**src/rtl/calc_job_ctrl.sv**
```systemverilog
// calc_job_ctrl: sequences one calculation job on a small processor.
// It loads the operands and the opcode into dmem, holds the core in reset
// for two cycles, releases it, and snoops its stores for the result word.
// Optional watchdog: define CALC_TIMEOUT_EN to bound the RUN phase to
// TIMEOUT_CYCLES cycles. Without the macro, RUN waits for the result store
// indefinitely and timeout is tied low.
module calc_job_ctrl #(
  parameter logic [31:0] RESULT_ADDR    = 32'h0000000C,
  parameter int unsigned TIMEOUT_CYCLES = 100
) (
  input  logic        clk,
  input  logic        reset,
  input  logic        start,
  input  logic [31:0] op_a,
  input  logic [31:0] op_b,
  input  logic [31:0] opcode,
  output logic        busy,
  output logic        done,
  output logic        timeout,
  output logic [31:0] result,
  output logic        cpu_reset,
  output logic        mem_sel,
  output logic        mem_we,
  output logic [31:0] mem_addr,
  output logic [31:0] mem_wdata,
  input  logic        cpu_memwrite,
  input  logic [31:0] cpu_addr,
  input  logic [31:0] cpu_wdata
);

  typedef enum logic [2:0] {StIdle, StLoad, StHold, StRun, StFin} state_e;

  state_e      state_q, state_d;
  logic [1:0]  cnt_q, cnt_d;
  logic [31:0] op_a_q, op_a_d;
  logic [31:0] op_b_q, op_b_d;
  logic [31:0] opcode_q, opcode_d;
  logic [31:0] result_q, result_d;
  logic        hit;

  // Processor store to the result word.
  assign hit = cpu_memwrite && (cpu_addr == RESULT_ADDR);

`ifdef CALC_TIMEOUT_EN
  logic [31:0] run_cnt_q, run_cnt_d;
  logic        timeout_q, timeout_d;
  logic        expired;

  // Last budgeted RUN cycle: the counter holds the number of RUN cycles already spent.
  assign expired = (run_cnt_q == 32'(TIMEOUT_CYCLES - 1));
`endif

  // Next-state logic: phase sequencing, operand latch and result capture.
  always_comb begin
    state_d  = state_q;
    cnt_d    = cnt_q;
    op_a_d   = op_a_q;
    op_b_d   = op_b_q;
    opcode_d = opcode_q;
    result_d = result_q;
`ifdef CALC_TIMEOUT_EN
    timeout_d = timeout_q;
    run_cnt_d = (state_q == StRun) ? run_cnt_q + 32'd1 : 32'd0;
`endif
    unique case (state_q)
      StIdle: begin
        if (start) begin
          state_d  = StLoad;
          cnt_d    = 2'd0;
          op_a_d   = op_a;
          op_b_d   = op_b;
          opcode_d = opcode;
`ifdef CALC_TIMEOUT_EN
          timeout_d = 1'b0;
`endif
        end
      end
      StLoad: begin
        cnt_d = cnt_q + 2'd1;
        if (cnt_q == 2'd3) begin
          state_d = StHold;
          cnt_d   = 2'd0;
        end
      end
      StHold: begin
        cnt_d = cnt_q + 2'd1;
        if (cnt_q == 2'd1) begin
          state_d = StRun;
          cnt_d   = 2'd0;
        end
      end
      StRun: begin
        // A matching store wins over an expiring budget in the same cycle.
        if (hit) begin
          result_d = cpu_wdata;
          state_d  = StFin;
        end
`ifdef CALC_TIMEOUT_EN
        else if (expired) begin
          timeout_d = 1'b1;
          state_d   = StFin;
        end
`endif
      end
      StFin: begin
        state_d = StIdle;
      end
      default: begin
        state_d = StIdle;
      end
    endcase
  end

  // State registers with synchronous reset taking priority over everything.
  always_ff @(posedge clk) begin
    if (reset) begin
      state_q  <= StIdle;
      cnt_q    <= 2'd0;
      op_a_q   <= 32'd0;
      op_b_q   <= 32'd0;
      opcode_q <= 32'd0;
      result_q <= 32'd0;
    end else begin
      state_q  <= state_d;
      cnt_q    <= cnt_d;
      op_a_q   <= op_a_d;
      op_b_q   <= op_b_d;
      opcode_q <= opcode_d;
      result_q <= result_d;
    end
  end

`ifdef CALC_TIMEOUT_EN
  // Watchdog registers.
  always_ff @(posedge clk) begin
    if (reset) begin
      run_cnt_q <= 32'd0;
      timeout_q <= 1'b0;
    end else begin
      run_cnt_q <= run_cnt_d;
      timeout_q <= timeout_d;
    end
  end

  assign timeout = timeout_q;
`else
  assign timeout = 1'b0;
`endif

  // LOAD drives the four dmem words in order; the bus is zero elsewhere.
  always_comb begin
    mem_addr  = 32'd0;
    mem_wdata = 32'd0;
    if (state_q == StLoad) begin
      unique case (cnt_q)
        2'd0: begin
          mem_addr  = 32'h0;
          mem_wdata = op_a_q;
        end
        2'd1: begin
          mem_addr  = 32'h4;
          mem_wdata = op_b_q;
        end
        2'd2: begin
          mem_addr  = 32'h8;
          mem_wdata = opcode_q;
        end
        default: begin
          mem_addr  = RESULT_ADDR;
          mem_wdata = 32'd0;
        end
      endcase
    end
  end

  assign busy      = (state_q != StIdle);
  assign done      = (state_q == StFin);
  assign cpu_reset = (state_q != StRun);
  assign mem_sel   = (state_q == StLoad);
  assign mem_we    = (state_q == StLoad);
  assign result    = result_q;

endmodule

```
**config.mk**
```make
export PLATFORM = sky130hd
export DESIGN_NAME = calc_job_ctrl
export DESIGN_NICKNAME = d
export VERILOG_FILES = /design/src/rtl/calc_job_ctrl.sv
export SDC_FILE = /design/constraint.sdc
export NUM_CORES = 1
export LEC_CHECK = 0
export CAP_MARGIN = 10
export CORE_MARGIN = 2
export CORE_UTILIZATION = 40
export CTS_BUF_LIST = sky130_fd_sc_hd__clkbuf_16
export DETAILED_ROUTE_END_ITERATION = 8
export GPL_TIMING_DRIVEN = 0
export PLACE_DENSITY_LB_ADDON = 0.2
export SLEW_MARGIN = 20
export SYNTH_ARGS = -nofsm -noshare
export SYNTH_HDL_FRONTEND = slang
export SYNTH_SLANG_ARGS = --single-unit
```
**constraint.sdc**
```tcl
create_clock -name clk -period 2.56 [get_ports clk]
set_input_delay 0.768 -clock clk [delete_from_list [all_inputs] [get_ports clk]]
set_output_delay 0.768 -clock clk [all_outputs]
set_load 0.005 [all_outputs]
```
After elaboration in Yosys (flattened, before gate mapping)
Cells that the tools add are included.
Word-level totals
  register bits: 133
  input port bits: 164
  output and inout port bits: 102
Operators by class
  $add $sub $neg: 1
  eq/ne operators: 13
  multiplexer cells: 13
  reductions and logical operators: 9
Operator list (count)
  one-hot mux 32 bit (3 select lines): 1
  equality test 32 x 4 -> 1 bit (second input constant): 1
  2-to-1 mux 32 bit: 1
  2-to-1 mux 3 bit: 4
  one-hot mux 3 bit (4 select lines): 1
  one-hot mux 4 bit (3 select lines): 1
  equality test 3 x 2 -> 1 bit (second input constant): 2
  2-to-1 mux 2 bit: 3
  != test 2 bit (second input constant): 3
  one-hot mux 2 bit (3 select lines): 1
  AND reduction 2 bit: 3
  nonzero test 3 bit: 2
  equality test 2 bit (second input constant): 2
  2-to-1 mux 4 bit: 1
  AND reduction 4 bit: 1
  equality test 3 x 1 -> 1 bit (second input constant): 1
  equality test 3 bit (second input constant): 1
  logical NOT 3 bit: 1
  != test 3 x 2 -> 1 bit (second input constant): 1
  adder 2 x 1 -> 2 bit (second input constant): 1
  equality test 2 x 1 -> 1 bit (second input constant): 1
  logical NOT 2 bit: 1
  != test 2 x 1 -> 1 bit (second input constant): 1
  logical AND 1 bit: 1

Logic depth before layout (Yosys ltp)
  depth in word-level cells: 4
  mapped depth: 8

Worst setup path after synthesis
OpenSTA, ideal clock, no wires.
  kind: reg-to-output
  start point: register state_q[2]
  end point: output mem_wdata[10]
  data arrival time: 1418 ps
  setup slack: 374 ps
  stages on the path, launching flop included: 6
  path buffers: 2
  path through: dfxtp_1 clkbuf_8 nor3b_1 nand2b_1 clkbuf_1 nor2_1
Between the ends
  cells in the longest elaborated chain, start to end: 2
RTL lines
  from (decl): line 33  | state_e state_q, state_d;
  from (signal assigned): line 117  | state_q <= StIdle;
  from (signal assigned): line 124  | state_q <= state_d;
  equality test 3 x 1 -> 1 bit
  named net mem_sel: line 22  | output logic mem_sel,
  2-to-1 mux 32 bit: line 154  | if (state_q == StLoad) begin
  to (decl): line 25  | output logic [31:0] mem_wdata,
The timed path passes the listed nets, and every way through them passes these cells.

Worst setup path in the final report
  start point: register cnt_q[0]
  end point: output mem_wdata[25]
Between the ends
  cells in the longest elaborated chain, start to end: 3
  elaborated cells on any way between the ends: 5
  those cells by class: eq/ne: 2; mux: 2; reduce/logical: 1
RTL lines
  from (decl): line 34  | logic [1:0] cnt_q, cnt_d;
  from (signal assigned): line 125  | cnt_q <= cnt_d;
  equality test 2 bit, or another cell as far along: line 155  | unique case (cnt_q)
  one-hot mux 32 bit (3 select lines) (*): line 155
  2-to-1 mux 32 bit (*): line 154
Mark *: on every way between the ends. The rest lies on a longest branch, timed or not.

==> results.json <==
{
  "outcome": "finished, violations left",
  "failed_checks": "negative setup slack",
  "clockRootBuffer": "clkbuf_16",
  "hold_start": "op_b_q[12]$_SDFFE_PP0P_",
  "hpwl_um": 14010,
  "max_cap_viol_count": 0,
  "crit_path_end_kind": "output port",
  "netlist.area_leader.share_pct": 43.94,
  "viasPerCell": 5.052,
  "syn_inst": 726,
  "cp_num_buf_inv": 3,
  "p_leak_nw": 3.754,
  "powerDensity_nw_per_um2": 565.7,
  "io-pin-count": 266,
  "cts_buffer_depth": 2,
  "fillers": 1260,
  "cts_buffers": 17,
  "irDropWorstVdd_mv": 0.5024,
  "tritoncts": "built",
  "setup_viol": 14,
  "synth_edf_count": 0,
  "worstSkewPairLatency_ns": 0.42,
  "die_w_um": 127.1,
  "slew_violations": 0,
  "synth_warnings": 0,
  "max_freq_mhz": 378.0,
  "rsz0062_at_grt": "true",
  "grt_max_degree": 17,
  "ys_ff_latch": 133,
  "slowest_delay_ns": 0.39,
  "worstHoldPathType": "reg2reg",
  "synth_ff_type": "dfxtp_1",
  "die_area_sq_um": 16150,
  "crit_required_ns": 1.79,
  "die-height_um": 127.1,
  "clkTransAtPathRegs_ns": 0.06,
  "grt_pass1_wl_um": 30440,
  "regArea_sq_um": 2671,
  "whs_ns": 0.4547,
  "routedWlPerCell_um": 16.38,
  "yosysMostFrequentCell": "nand2_1",
  "crit_type": "reg2out",
  "fin_crit_sh_pct": 103.3,
  "numPortBuffers": 233,
  "drive_gt1_share_pct": 20.50,
  "worst-path-max-fanout": 5,
  "crit_chain": "buf_4, ha_4, clkbuf_16, a222oi_1, nor2_1, buf_2",
  "fin_crit_ns": 2.646,
  "diodes": 0,
  "syn_area_sq_um": 6060,
  "ant_nets": 0,
  "firstDrtPassIters": 6,
  "multi_input_area_sq_um": 3072,
  "synth.yosys.seq_area_share_pct": 43.94,
  "ys_top_cells_by_count": "195 x nand2_1, 133 x dfxtp_1, 101 x a21oi_1, 48 x or2b_2, 41 x clkbuf_1",
  "synth_top_area_cell": "dfxtp_1",
  "row_count": 44,
  "drc": 0,
  "max_slew_margin_pct": 60.23,
  "critical-path-top-delay-family": "buffers and inverters",
  "core-area_sq_um": 14640,
  "synth.avg_cell_area_sq_um": 8.347,
  "crit_start": "cnt_q[0]$_SDFFE_PP0P_",
  "place.gp.congestion": 0.8281,
  "start_util_pct": 41.38,
  "drt_iter0_markers": 634,
  "grt_usage_pct": 24.09,
  "routed_wl_um": 19950,
  "worst_slew_pin_slew_ns": 0.5965,
  "yosys-top-cells-area": "dfxtp_1 44%, nand2_1 12%, a21oi_1 8.3%, or2b_2 6.9%, a222oi_1 5.3%",
  "cts_sinks": 133,
  "critPathLaunchType": "flip-flop",
  "skew_ns": 0.006833,
  "critical_path_arrival_ns": 1.88,
  "finalHoldViolations": 0,
  "r2r-start": "state_q[1]$_SDFFE_PP0P_",
  "htree_num_levels": 4,
  "cpMaxStageDelayCell": "a222oi_1",
  "postCtsHoldBufs": 0,
  "first_global_vias": 5966,
  "synth_cell_types": 33,
  "antenna_found_initial": 0,
  "worst_slack_ns": -0.08569,
  "grt-ovfl-total": 0,
  "area_delta_synth_final_pct": 58.02,
  "preCtsSetupSlack_ns": -0.5170,
  "vias": 6153,
  "fin_nets": 1189,
  "async_flop_share_pct": 0
}
[cell type report]
type / count / area share (%)
buffer: 89 / 7.357
multi-input combinational: 529 / 32.08
clock buffer: 17 / 4.443
tap: 184 / 2.404
timing repair buffer: 248 / 24.20
sequential: 133 / 27.90
clock inverter: 15 / 1.450
inverter: 3 / 0.1699
[cell usage in the layout, fill, tap and decap left out, types with 3 or more instances in the layout]
cell type	n
clkdlybuf4s50_1	198
mux2i_1	32
clkbuf_16	22
dfxtp_1	130
clkbuf_1	25
buf_6	7
buf_2	43
clkbuf_8	3
nand2b_1	16
nor2_1	32
or2b_2	48
conb_1	31
buf_4	43
nor4b_2	3
nand2_1	195
clkinvlp_4	4
buf_8	8
a222oi_1	32
ha_4	4
clkinv_2	4
a21oi_1	101
clkinv_1	3
nor4_1	3
nand3b_1	3
nor2_2	4
[metrics by stage]
step	std cells	setup TNS (ns)	util (%)	instance area, sq um	power [mW]
after global placement	1173	-24.27	59.65	8735	2.993
after floorplan	756	0	-	6172	2.590
after detailed placement	1173	-25.83	59.65	8735	3.003
after global routing	1218	-1.847	65.39	9575	5.587
after CTS	1214	-0.4376	65.00	9519	5.390
final	1218	-0.4720	65.39	9575	5.417
[path summary, 6_finish.rpt]
kind,endpoint,slack [ns],depth (start not counted)
max,mem_wdata[25],-0.09,6
min,op_b_q[12]$_SDFFE_PP0P_,0.45,2
max reg2reg,op_b_q[19]$_SDFFE_PP0P_,0.60,6
min reg2reg,op_b_q[12]$_SDFFE_PP0P_,0.45,2
[registers in the layout, indices dropped and copies added (netlist names)]
name      flops
opcode_q     32
op_a_q       32
state_q       3
cnt_q         2
op_b_q       32
result       32
[worst register-to-register path, delay by kind of cell (launching register included)]
family	cells	cell delay, ns
buf+inv	2	0.79
simple gates	3	0.48
flops	1	0.47
compound gates	1	0.16
[power breakdown]
part	switching (mW)	internal [mW]	leakage (nW)
clock	0.947	1.42	0.267
combinational	0.365	0.479	2.40
sequential	0.0506	2.16	1.09
total	1.36	4.05	3.75
[layer usage]
layer	global-route usage (%)	vias to the layer above	wire (um)
li1	-	2992	-
met1	29.80	2802	8054
met2	40.42	316	9698
met3	5.402	43	1628
met4	10.54	0	566
met5	0	-	0
[timing repair]
item | in CTS | in global routing
resized for setup | 198 | 17
pin swaps | 61 | 23
endpoints found under the setup margin | 37 | 53
gates cloned | 3 | 1
endpoints found under the hold margin | 0 | 0
buffers inserted | 8 | 3
[cell families after synthesis]
logic type      after synthesis  share of synthesized area (%)
fa+ha+maj                     4                         0.8260
simple gates                321                          26.47
other cells                   1                        0.06189
flops                       133                          43.94
compound gates              141                          14.50
mux                          32                          5.286
buf+inv                      94                          8.920
(Power assumes the default switching activity.)
